## config.mk

```make
export PLATFORM = sky130hd
export DESIGN_NAME = serial_adder_ctrl
export DESIGN_NICKNAME = d
export VERILOG_FILES = /design/src/rtl/serial_adder_pkg.sv /design/src/rtl/serial_adder_ctrl.sv
export SDC_FILE = /design/constraint.sdc
export NUM_CORES = 1
export LEC_CHECK = 0
export ABC_AREA = 1
export CAP_MARGIN = 20
export CORE_MARGIN = 1.5
export CORE_UTILIZATION = 40
export DETAILED_ROUTE_END_ITERATION = 10
export DONT_BUFFER_PORTS = 1
export GPL_ROUTABILITY_DRIVEN = 0
export PLACE_DENSITY = 0.52
export SYNTH_ARGS = -nofsm -noshare
export SYNTH_HDL_FRONTEND = slang
export SYNTH_SLANG_ARGS = --single-unit
```

## constraint.sdc

```tcl
create_clock -name clk -period 1.4 [get_ports clk]
set_clock_uncertainty 0.05 [all_clocks]
set_input_delay 0.28 -clock clk [delete_from_list [all_inputs] [get_ports clk]]
set_output_delay 0.28 -clock clk [all_outputs]
set_load 0.01 [all_outputs]
```

## src/rtl/serial_adder_pkg.sv

```systemverilog
// Shared types for the bit-serial adder controller: FSM state encodings and
// the bit-counter width helper.
package serial_adder_pkg;

  typedef enum logic [1:0] {
    SA_IDLE  = 2'd0,
    SA_SHIFT = 2'd1,
    SA_DRAIN = 2'd2,
    SA_DONE  = 2'd3
  } sa_state_e;

  // Counter must index bits 0..width-1; never narrower than one bit.
  function automatic int sa_cnt_w(input int width);
    return (width <= 2) ? 1 : $clog2(width);
  endfunction

endpackage

```

## src/rtl/serial_adder_ctrl.sv

```systemverilog
// Bit-serial sequencer feeding a registered 1-bit full adder, LSB first.
// Optional signed-overflow output enabled by defining SERIAL_ADDER_OVF_EN.
module serial_adder_ctrl
  import serial_adder_pkg::*;
#(
  parameter int WIDTH = 4
) (
  input  logic             clk,
  input  logic             rst,
  input  logic             in_valid,
  output logic             in_ready,
  input  logic [WIDTH-1:0] op_a,
  input  logic [WIDTH-1:0] op_b,
  input  logic             op_cin,
  output logic             fa_a,
  output logic             fa_b,
  output logic             fa_cin,
  input  logic             fa_sum,
  input  logic             fa_cout,
  output logic             out_valid,
  input  logic             out_ready,
  output logic [WIDTH-1:0] result,
  output logic             result_cout
`ifdef SERIAL_ADDER_OVF_EN
  ,
  output logic             result_ovf
`endif
);

  localparam int CNT_W = sa_cnt_w(WIDTH);
  localparam logic [CNT_W-1:0] CNT_LAST = CNT_W'(WIDTH - 1);

  sa_state_e        state_q, state_d;
  logic [CNT_W-1:0] cnt_q, cnt_d;
  logic [WIDTH-1:0] a_sh_q, a_sh_d;
  logic [WIDTH-1:0] b_sh_q, b_sh_d;
  logic             cin_q, cin_d;
  logic [WIDTH-1:0] res_q, res_d;
  logic             cout_q, cout_d;
`ifdef SERIAL_ADDER_OVF_EN
  logic             cmsb_q, cmsb_d;
  logic             ovf_q, ovf_d;
`endif

  // Next-state, datapath capture and handshake/adder drive decode.
  always_comb begin
    state_d   = state_q;
    cnt_d     = cnt_q;
    a_sh_d    = a_sh_q;
    b_sh_d    = b_sh_q;
    cin_d     = cin_q;
    res_d     = res_q;
    cout_d    = cout_q;
`ifdef SERIAL_ADDER_OVF_EN
    cmsb_d    = cmsb_q;
    ovf_d     = ovf_q;
`endif
    in_ready  = 1'b0;
    out_valid = 1'b0;
    fa_a      = 1'b0;
    fa_b      = 1'b0;
    fa_cin    = 1'b0;

    case (state_q)
      SA_IDLE: begin
        in_ready = 1'b1;
        if (in_valid) begin
          a_sh_d  = op_a;
          b_sh_d  = op_b;
          cin_d   = op_cin;
          cnt_d   = '0;
          state_d = SA_SHIFT;
        end else begin
          state_d = SA_IDLE;
        end
      end
      SA_SHIFT: begin
        fa_a   = a_sh_q[0];
        fa_b   = b_sh_q[0];
        // Adder output is unreset until bit 0 has been clocked through it.
        fa_cin = (cnt_q == '0) ? cin_q : fa_cout;
        a_sh_d = {1'b0, a_sh_q[WIDTH-1:1]};
        b_sh_d = {1'b0, b_sh_q[WIDTH-1:1]};
        if (cnt_q != '0) begin
          res_d = {fa_sum, res_q[WIDTH-1:1]};
        end else begin
          res_d = res_q;
        end
        if (cnt_q == CNT_LAST) begin
          state_d = SA_DRAIN;
`ifdef SERIAL_ADDER_OVF_EN
          cmsb_d  = fa_cout;
`endif
        end else begin
          cnt_d   = cnt_q + CNT_W'(1);
        end
      end
      SA_DRAIN: begin
        res_d   = {fa_sum, res_q[WIDTH-1:1]};
        cout_d  = fa_cout;
`ifdef SERIAL_ADDER_OVF_EN
        ovf_d   = cmsb_q ^ fa_cout;
`endif
        state_d = SA_DONE;
      end
      SA_DONE: begin
        out_valid = 1'b1;
        if (out_ready) begin
          state_d = SA_IDLE;
        end else begin
          state_d = SA_DONE;
        end
      end
      default: begin
        state_d = SA_IDLE;
      end
    endcase
  end

  // State and datapath registers with synchronous reset.
  always_ff @(posedge clk) begin
    if (rst) begin
      state_q <= SA_IDLE;
      cnt_q   <= '0;
      a_sh_q  <= '0;
      b_sh_q  <= '0;
      cin_q   <= 1'b0;
      res_q   <= '0;
      cout_q  <= 1'b0;
`ifdef SERIAL_ADDER_OVF_EN
      cmsb_q  <= 1'b0;
      ovf_q   <= 1'b0;
`endif
    end else begin
      state_q <= state_d;
      cnt_q   <= cnt_d;
      a_sh_q  <= a_sh_d;
      b_sh_q  <= b_sh_d;
      cin_q   <= cin_d;
      res_q   <= res_d;
      cout_q  <= cout_d;
`ifdef SERIAL_ADDER_OVF_EN
      cmsb_q  <= cmsb_d;
      ovf_q   <= ovf_d;
`endif
    end
  end

  assign result      = res_q;
  assign result_cout = cout_q;
`ifdef SERIAL_ADDER_OVF_EN
  assign result_ovf  = ovf_q;
`endif

endmodule

```

==> results of run 1 <==
critical path: stages (launching register included):
cell,delay [ns]
dfxtp_2,0.35
inv_2,0.05
ha_4,0.15
inv_2,0.06
nand2_2,0.06
a21oi_4,0.14
logic make-up (layout without fill, tap and decap cells):
kind of cell             after synthesis  after routing
adder cells (fa/ha/maj)                2              2
AO/OA/AOI/OAI                         10             10
AND/OR/NAND/NOR                       95             95
buffers and inverters                 24             34
flip-flops                            18             18
through the flow:
stage | std cells | setup slack, ns | util (%)
2_1_floorplan | 149 | 0.165 | -
4_1_cts | 187 | -0.0682 | 50.7
3_5_place_dp | 175 | 0.101 | 43.6
6_report | 187 | -0.0569 | 52.8
5_1_grt | 187 | -0.107 | 52.8
3_3_place_gp | 175 | 0.118 | 43.6
per-layer routing:
metal / part of all wire, % / up-vias / wire length, um
li1: - / 474 / -
met1: 44 / 395 / 1020
met2: 51 / 12 / 1200
met3: 4.0 / 2 / 92
met4: 0.52 / 0 / 12
met5: 0 / - / 0
area by class of cell:
class / count / area [um2] / area share [%]
multi-input cells: 107 / 567 / 47.6
flip-flops and latches: 18 / 370 / 31.1
repair buffers: 11 / 105 / 8.83
inverters: 19 / 76.3 / 6.41
clock buffers: 4 / 36.3 / 3.05
well taps: 28 / 35.0 / 2.94
power by group through the flow:
stage          sequential [mW]  combinational, mW  clock (mW)
2_1_floorplan            0.594              0.216           0
6_report                 0.593              0.335       0.332
5_1_grt                  0.598              0.379       0.361
3_3_place_gp             0.600              0.238           0
4_1_cts                  0.590              0.315       0.345
3_5_place_dp             0.601              0.242           0
state kept, by name, indices dropped and copies added (netlist names):
name	count
result_cout	1
b_sh_q	4
cin_q	1
state_q	2
cnt_q	2
result	4
a_sh_q	4
how the worst max path moves through the flow:
stage,start,end,slack (ns),cells after the start
2_1_floorplan,cnt_q[0]$_SDFFE_PP0P_,fa_cin,0.17,5
3_3_place_gp,cnt_q[0]$_SDFFE_PP0P_,fa_cin,0.12,5
3_5_place_dp,cnt_q[0]$_SDFFE_PP0P_,fa_cin,0.10,5
4_1_cts,cnt_q[1]$_SDFFE_PP0P_,fa_cin,-0.07,5
5_1_grt,cnt_q[0]$_SDFFE_PP0P_,fa_cin,-0.11,5
6_report,cnt_q[0]$_SDFFE_PP0P_,fa_cin,-0.06,5
cells in the final DEF (no fill, tap or decap), types with 3 or more instances in the layout:
master / n
nand3_1: 11
inv_1: 14
dfxtp_1: 14
clkbuf_4: 3
nor2_4: 4
nand2_2: 5
inv_2: 4
nor2_1: 23
buf_4: 7
a21oi_1: 7
nand2_1: 48
what timing repair did:
action,CTS,global route
setup buffers,7,1
hold endpoints to repair,5,0
pin swaps,4,4
setup endpoints to repair,5,8
gates resized for setup,20,10
hold buffers,1,0
==> flow_summary.yaml, run 1 <==
status:
  run_status: "finished, violations left"
  violated_checks: "setup timing"
global_route:
  global_route.usage.total_pct: 18.2
  grtUsageMet3_pct: 3.71
  largest_net_degree_at_the_start_of_global_routing: 15
  global_route.usage.met1_pct: 22.2
  gr-max-usage-layer: "met2"
  wire_length_of_the_first_global_routing_pass_um: 3640
  globalRoute.totalOverflow: 0
  antenna_violations_before_repair: 0
  first_global_vias: 845
  grtUsageMet2_pct: 30.4
worst_setup_path:
  setup.reg_to_reg.worst_slack_ns: 0.03
  worstSetupPathType: "reg2out"
  worstReg2RegStart: "cnt_q[1]$_SDFFE_PP0P_"
  setup.worst_path.end_class: "primary output"
  arrival_time_of_data_at_the_critical_path_endpoint_ns: 1.13
  register_to_register_path_depth: 6
  cp.required_ns: 1.07
  reg2reg_to: "cnt_q[0]$_SDFFE_PP0P_"
  startpoint_kind_of_the_worst_setup_timing_path: "flip-flop"
  maximum_fanout_along_the_worst_path: 3
pwr:
  power.clock.fraction_pct: 26.4
  power_frac_seq_pct: 47.1
  design_power_total_mw: 1.26
  irDropWorstVdd_uv: 701
  cellInternalPower_mw: 0.859
  static-leakage-power_nw: 0.575
  power_switching_share_pct: 31.8
  p_switching_mw: 0.401
  share_comb_of_total_power_pct: 26.6
  power-per-cell-area_mw_per_mm2: 1060
placed_design:
  postPlaceCellArea_um2: 982
  port_buffers: 0
  detailed_place_hpwl_um: 1490
logic_synthesis:
  synth.area.mux_share_pct: 0
  synth_area_leaders: "dfxtp_1, nand2_1, nor2_1, nand3_1, inv_1"
  yosys.area_share.xor_xnor_pct: 0
  ys.flop_type: "dfxtp_1"
  synth_area_leader_cell: "dfxtp_1"
  syn_nets: 166
  synth_common_cells: "nand2_1, nor2_1, dfxtp_1"
  synthDistinctLibCells: 15
  asyncSetResetFlopFracSynth_pct: 0
  synth_enable_flop_cells: 0
  synth.cell_area_um2: 975
  yosys.area_share.simple_pct: 41.5
  synth_compound_area_share_pct: 6.29
  seq_area_frac_synth_pct: 37.0
  synthMostInstantiatedCell: "nand2_1"
  post_synthesis_area_per_instance_um2: 6.54
  synth.top_cell.area_share_pct: 37.0
  synth_top_family_by_area: "simple AND/OR/NAND/NOR gates"
  synthesis.instances: 149
  synthAdderAreaFrac_pct: 2.57
  ys_warn_count: 0
  synth_seq_cells: 18
sta:
  timing.final.crit_period_ns: 1.46
  setup_viol: 1
  fin_crit_sh_pct: 104
  tns_ns: -0.0569
  worst_slew_margin_rel_pct: 71.9
  report.final.hold_viol_count: 0
  grt_setup_unrepaired: "true"
  max_freq_ghz: 0.686
  hold_slack_ns: 0.0796
  timing_worst_slew_pin_value_ns: 0.422
  final.setup.worst_slack_ns: -0.0569
  maxSlewViolCount: 0
clocking:
  cts.clk_slew.worst_paths_ns: 0.11
  clk-insertion-delay-late_ns: 0.30
  cts.sink_count: 18
  clk_path_buf_depth: 2
  tritoncts.num_buffers: 3
  tritoncts: "built"
  htreeDepth: 1
  clock-root-buffer: "clkbuf_4"
final_layout:
  nNetsFinal: 177
  filler_cell_count: 234
  area_delta_synth_final_pct: 22.1
  num_antenna_cells: 0
  finish.instance_area_mm2: 0.00119
  final_layout_size_suffix_gt1_share_pct: 24.5
route:
  drt_pre_antenna_iters: 4
  drt_wl_total_um: 2320
  drc: 0
  dr.first_iter.drc_count: 17
  route.detailed.wl_per_inst_um: 12.4
  vias_per_cell: 4.72
  ant_nets: 0
  detailroute.via_count: 883
hold_path:
  min_path_type: "in2reg"
  worst_hold_path.num_cells: 2
  holdPathEnd: "b_sh_q[3]$_SDFFE_PP0P_"
  hold_start: "op_b[3]"
die:
  core.rowCount: 17
  floorplan.initialDensity_pct: 43.2
  io_pins: 25
  design.core.area_mm2: 0.00225
  die_x_um: 52.4
  die_area_mm2: 0.00274
  die_y_um: 52.4
flow_run:
  cap_violations: 0
Note: power is estimated with default switching activity, not from simulation.
==> run 2: changes to the inputs <==
--- a/config.mk
+++ b/config.mk
@@ -8,11 +8,11 @@
 export ABC_AREA = 1
 export CAP_MARGIN = 20
 export CORE_MARGIN = 1.5
-export CORE_UTILIZATION = 40
+export CORE_UTILIZATION = 30
 export DETAILED_ROUTE_END_ITERATION = 10
 export DONT_BUFFER_PORTS = 1
 export GPL_ROUTABILITY_DRIVEN = 0
-export PLACE_DENSITY = 0.52
+export PLACE_DENSITY = 0.42
 export SYNTH_ARGS = -nofsm -noshare
 export SYNTH_HDL_FRONTEND = slang
 export SYNTH_SLANG_ARGS = --single-unit
==> flow_summary.yaml, run 2 (synthesis gave the netlist of run 1 again) <==
sta:
  max_freq_ghz: 0.645
  timing_worst_slew_pin_value_ns: 0.431
  setup_viol: 2
  timing.final.crit_period_ns: 1.55
  grt_setup_unrepaired: "true"
  report.final.hold_viol_count: 0
  final.setup.worst_slack_ns: -0.150
  fin_crit_sh_pct: 111
  worst_slew_margin_rel_pct: 71.2
  maxSlewViolCount: 0
worst_setup_path:
  arrival_time_of_data_at_the_critical_path_endpoint_ns: 1.22
  worstSetupPathType: "reg2out"
  setup.worst_path.end_class: "primary output"
  crit_cells: 6
  maximum_fanout_along_the_worst_path: 3
  crit_path_cell_trace: "inv_2 > ha_4 > inv_2 > nand2_2 > a21oi_2 > buf_4"
  critical_path.endpoint: "fa_cin"
  register_to_register_path_depth: 5
  crit_slowest_cell: "dfxtp_2"
  crit_path_start: "cnt_q[0]$_SDFFE_PP0P_"
  timing.critical_path.mode_cell: "inv_2"
  cp.required_ns: 1.07
  setup.reg_to_reg.worst_slack_ns: 0.13
  worstReg2RegStart: "state_q[0]$_SDFFE_PP0P_"
  reg2reg_to: "a_sh_q[1]$_SDFFE_PP0P_"
  timing.critical_path.buf_inv: 3
  startpoint_kind_of_the_worst_setup_timing_path: "flip-flop"
  critical_path.max_stage_delay_ns: 0.36
  timing.critical_path.max_delay_family: "flip-flops"
global_route:
  grtUsageMet3_pct: 3.03
  wire_length_of_the_first_global_routing_pass_um: 3890
  antenna_violations_before_repair: 0
  globalRoute.totalOverflow: 0
  gr-max-usage-layer: "met2"
  global_route.usage.met1_pct: 20.4
  global_route.usage.total_pct: 14.9
  grtUsageMet2_pct: 21.9
  largest_net_degree_at_the_start_of_global_routing: 15
  first_global_vias: 842
placed_design:
  placed_cells: 194
  postPlaceCellArea_mm2: 0.00102
  port_buffers: 0
  detailed_place_hpwl_um: 1590
clocking:
  cts.clk_slew.worst_paths_ns: 0.12
  htreeDepth: 1
  cts.sink_count: 18
  clk_path_buf_depth: 2
  clock-root-buffer: "clkbuf_4"
  tritoncts.num_buffers: 3
  clk-insertion-delay-late_ns: 0.31
  tritoncts: "built"
route:
  route.detailed.wl_per_inst_um: 11.3
  drt_wl_total_um: 2310
  drc: 0
  dr.first_iter.drc_count: 39
  vias_per_cell: 4.33
  drt_pre_antenna_iters: 4
  ant_nets: 0
  detailroute.via_count: 884
final_layout:
  final_layout_size_suffix_gt1_share_pct: 23.1
  num_antenna_cells: 0
  final_cells: 204
  area_delta_synth_final_pct: 20.4
  finish.instance_area_mm2: 0.00117
  layout.cells.most_common_list: "nand2_1, nor2_1, inv_1, dfxtp_1, nand3_1"
  nNetsFinal: 178
  most_frequent_standard_cell_in_the_layout_excluding_fill_and_tap_cells: "nand2_1"
  postLayoutCoreUtil_pct: 38.1
die:
  design.core.area_mm2: 0.00308
  floorplan.initialDensity_pct: 31.7
  die_y_um: 60
  die_area_mm2: 0.00360
  core.rowCount: 20
  die_x_um: 60
  io_pins: 25
status:
  run_status: "finished, violations left"
  violated_checks: "setup timing"
pwr:
  irDropWorstVdd_uv: 324
  share_comb_of_total_power_pct: 25.0
  power_switching_share_pct: 32.1
  p_switching_mw: 0.399
  static-leakage-power_nw: 0.568
  power.clock.fraction_pct: 27.4
  power-per-cell-area_mw_per_mm2: 1060
  power_frac_seq_pct: 47.6
  cellInternalPower_mw: 0.844
flow_run:
  cap_violations: 0
hold_path:
  min_path_type: "in2reg"
run 2: metrics by stage:
| stage | worst slack, ns | hold slack (ns) | power [mW] | TNS [ns] |
|---|---|---|---|---|
| 6_report | -0.150 | 0.0538 | 1.24 | -0.159 |
| 3_5_place_dp | 0.0326 | 0.302 | 0.855 | 0 |
| 3_3_place_gp | 0.0898 | 0.301 | 0.848 | 0 |
| 2_1_floorplan | 0.165 | 0.299 | 0.810 | 0 |
| 5_1_grt | -0.242 | 0.0520 | 1.35 | -0.318 |
| 4_1_cts | -0.154 | 0.0561 | 1.24 | -0.173 |
run 2: worst min-delay path by stage:
stage,start,end,depth (start not counted)
2_1_floorplan,rst,a_sh_q[3]$_SDFFE_PP0P_,1
3_3_place_gp,rst,cin_q$_SDFFE_PP0P_,1
3_5_place_dp,rst,b_sh_q[3]$_SDFFE_PP0P_,1
4_1_cts,fa_sum,result[3]$_SDFFE_PP0P_,2
5_1_grt,fa_sum,result[3]$_SDFFE_PP0P_,2
6_report,fa_sum,result[3]$_SDFFE_PP0P_,2
run 2: layer usage:
layer	vias up	routed length, um
met5	-	0
met3	7	119
met4	0	54
met1	381	1120
li1	474	-
met2	22	1020
run 2: power by group through the flow:
stage,logic (mW),registers [mW],clock network [mW]
after floorplan,0.216,0.594,0
after global placement,0.247,0.600,0
after detailed placement,0.253,0.602,0
after CTS,0.299,0.591,0.352
after global routing,0.353,0.599,0.396
final,0.311,0.592,0.340
run 2: timing repair:
action | in CTS | in global routing
cloned | 0 | 0
resized for setup | 17 | 4
pin swaps | 3 | 2
endpoints found under the setup margin | 4 | 3
hold buffers | 1 | 0
buffers inserted | 5 | 0
endpoints found under the hold margin | 5 | 0
run 2: area by class of cell:
type                       instances  area, um2
multi-input combinational        107        538
sequential                        18        370
timing repair buffer              12        100
fill                             338       1900
inverter                          19       73.8
clock buffer                       4       36.3
tap                               44       55.1
==> run 3: changes to the inputs <==
--- a/config.mk
+++ b/config.mk
@@ -13,6 +13,7 @@
 export DONT_BUFFER_PORTS = 1
 export GPL_ROUTABILITY_DRIVEN = 0
 export PLACE_DENSITY = 0.42
+export SLEW_MARGIN = 10
 export SYNTH_ARGS = -nofsm -noshare
 export SYNTH_HDL_FRONTEND = slang
 export SYNTH_SLANG_ARGS = --single-unit
==> constraint.sdc (replaced) <==
create_clock -name clk -period 1.7 [get_ports clk]
set_clock_uncertainty 0.05 [all_clocks]
set_input_delay 0.34 -clock clk [delete_from_list [all_inputs] [get_ports clk]]
set_output_delay 0.34 -clock clk [all_outputs]
set_load 0.01 [all_outputs]
==> flow_summary.yaml, run 3 (synthesis gave the netlist of run 1 again) <==
status:
  run_status: "finished, final reports clean"
clocking:
  htreeDepth: 1
  cts.sink_count: 18
  cts.clk_slew.worst_paths_ns: 0.10
  cts_setup_buffers: 0
  tritoncts: "built"
  clk_path_buf_depth: 2
  cts_hold_repair.buffers: 0
  clock-root-buffer: "clkbuf_4"
  clk-insertion-delay-late_ns: 0.29
  tritoncts.num_buffers: 3
pwr:
  p_switching_mw: 0.283
  static-leakage-power_nw: 0.501
  irDropWorstVdd_uv: 318
  power-per-cell-area_mw_per_mm2: 874
  power_switching_share_pct: 31.5
  share_comb_of_total_power_pct: 22.1
  power.clock.fraction_pct: 23.5
  cellInternalPower_mw: 0.614
  power_frac_seq_pct: 54.4
final_layout:
  num_antenna_cells: 0
  nNetsFinal: 168
  most_frequent_standard_cell_in_the_layout_excluding_fill_and_tap_cells: "nand2_1"
  final_cells: 193
  layout.cells.most_common_list: "nand2_1, nor2_1, inv_1, dfxtp_1, nand3_1"
  filler_cell_count: 346
  area_delta_synth_final_pct: 5.26
  final_layout_size_suffix_gt1_share_pct: 13.4
worst_setup_path:
  cp.required_ns: 1.31
  maximum_fanout_along_the_worst_path: 11
  worstSetupPathType: "reg2out"
  arrival_time_of_data_at_the_critical_path_endpoint_ns: 1.23
  setup.worst_path.end_class: "primary output"
  startpoint_kind_of_the_worst_setup_timing_path: "flip-flop"
placed_design:
  detailed_place_hpwl_um: 1530
  port_buffers: 0
  placed_cells: 190
die:
  io_pins: 25
  design.core.area_mm2: 0.00308
  floorplan.initialDensity_pct: 31.7
  die_x_um: 60
  die_area_mm2: 0.00360
  die_y_um: 60
  core.rowCount: 20
route:
  dr.first_iter.drc_count: 27
  drt_wl_total_um: 2100
  vias_per_cell: 4.34
  drc: 0
  route.detailed.wl_per_inst_um: 10.9
  drt_pre_antenna_iters: 4
  ant_nets: 0
  detailroute.via_count: 838
global_route:
  antenna_violations_before_repair: 0
  global_route.usage.total_pct: 13.1
  first_global_vias: 733
  largest_net_degree_at_the_start_of_global_routing: 15
  globalRoute.totalOverflow: 0
  wire_length_of_the_first_global_routing_pass_um: 3400
sta:
  report.final.hold_viol_count: 0
  maxSlewViolCount: 0
  setup_viol: 0
  grt_setup_unrepaired: "true"
  tns_ns: 0
  max_freq_ghz: 0.616
  fin_crit_sh_pct: 95.4
  timing_worst_slew_pin_value_ns: 0.436
  timing.final.crit_period_ns: 1.62
  worst_slew_margin_rel_pct: 70.9
flow_run:
  cap_violations: 0
hold_path:
  min_path_type: "in2reg"
-- run 3: changes by cell type in the layout (fill, tap and decap cells not counted), sizes merged --
cell	delta
buf	-9
clkbuf	-1
dlygate4sd3	-1
-- run 3: layout make-up --
type                       instances  area (um2)  area share, %
clock buffer                       3        22.5           2.20
inverter                          19        73.8           7.20
multi-input combinational        107         497           48.4
sequential                        18         363           35.4
tap                               44        55.1           5.37
timing repair buffer               2        15.0           1.46
-- run 3: metrics by stage --
step / util [%] / hold WS, ns / instance area (um2) / setup slack (ns) / total power, mW
6_report: 33.3 / 0.0524 / 1030 / 0.0778 / 0.897
5_1_grt: 33.3 / 0.0124 / 1030 / -0.0370 / 0.983
4_1_cts: 33.2 / 0.0328 / 1020 / 0.0226 / 0.917
3_5_place_dp: 32.3 / 0.362 / 995 / 0.322 / 0.693
3_3_place_gp: 32.3 / 0.360 / 995 / 0.340 / 0.689
2_1_floorplan: - / 0.359 / 975 / 0.405 / 0.667
-- run 3: worst max-delay path, cell delays in order (launching register included) --
cell and delay, ns:
dfxtp_1 0.50, inv_4 0.09, nand2_2 0.22, nor2_1 0.12
-- run 3: final timing paths --
check,startpoint,end,cells past startpoint,slack (ns)
worst min-delay path,rst,b_sh_q[3]$_SDFFE_PP0P_,1,0.05
worst max-delay path,state_q[1]$_SDFFE_PP0P_,fa_a,3,0.08
worst max register to register,state_q[1]$_SDFFE_PP0P_,cnt_q[0]$_SDFFE_PP0P_,5,0.41
worst min register to register,b_sh_q[3]$_SDFFE_PP0P_,b_sh_q[3]$_SDFFE_PP0P_,2,0.42
-- run 3: layer usage --
metal  up-vias  part of all wire [%]  global-route usage [%]
met5         -                     0                       0
met4         0                  0.91                    3.81
met3         2                   5.3                    5.63
met2        17                    43                    20.7
met1       365                    51                    16.2
li1        454                     -                       -
-- run 3: power by group through the flow --
stage,clock (mW),sequential [mW],combinational (mW)
6_report,0.211,0.488,0.198
5_1_grt,0.257,0.494,0.232
4_1_cts,0.231,0.487,0.198
3_5_place_dp,0,0.497,0.195
3_3_place_gp,0,0.496,0.193
2_1_floorplan,0,0.489,0.178
-- run 3: timing repair --
item	4_1_cts	5_1_grt
pin swaps	0	2
endpoints found under the setup margin	1	3
gates cloned	0	0
resized for setup	1	4
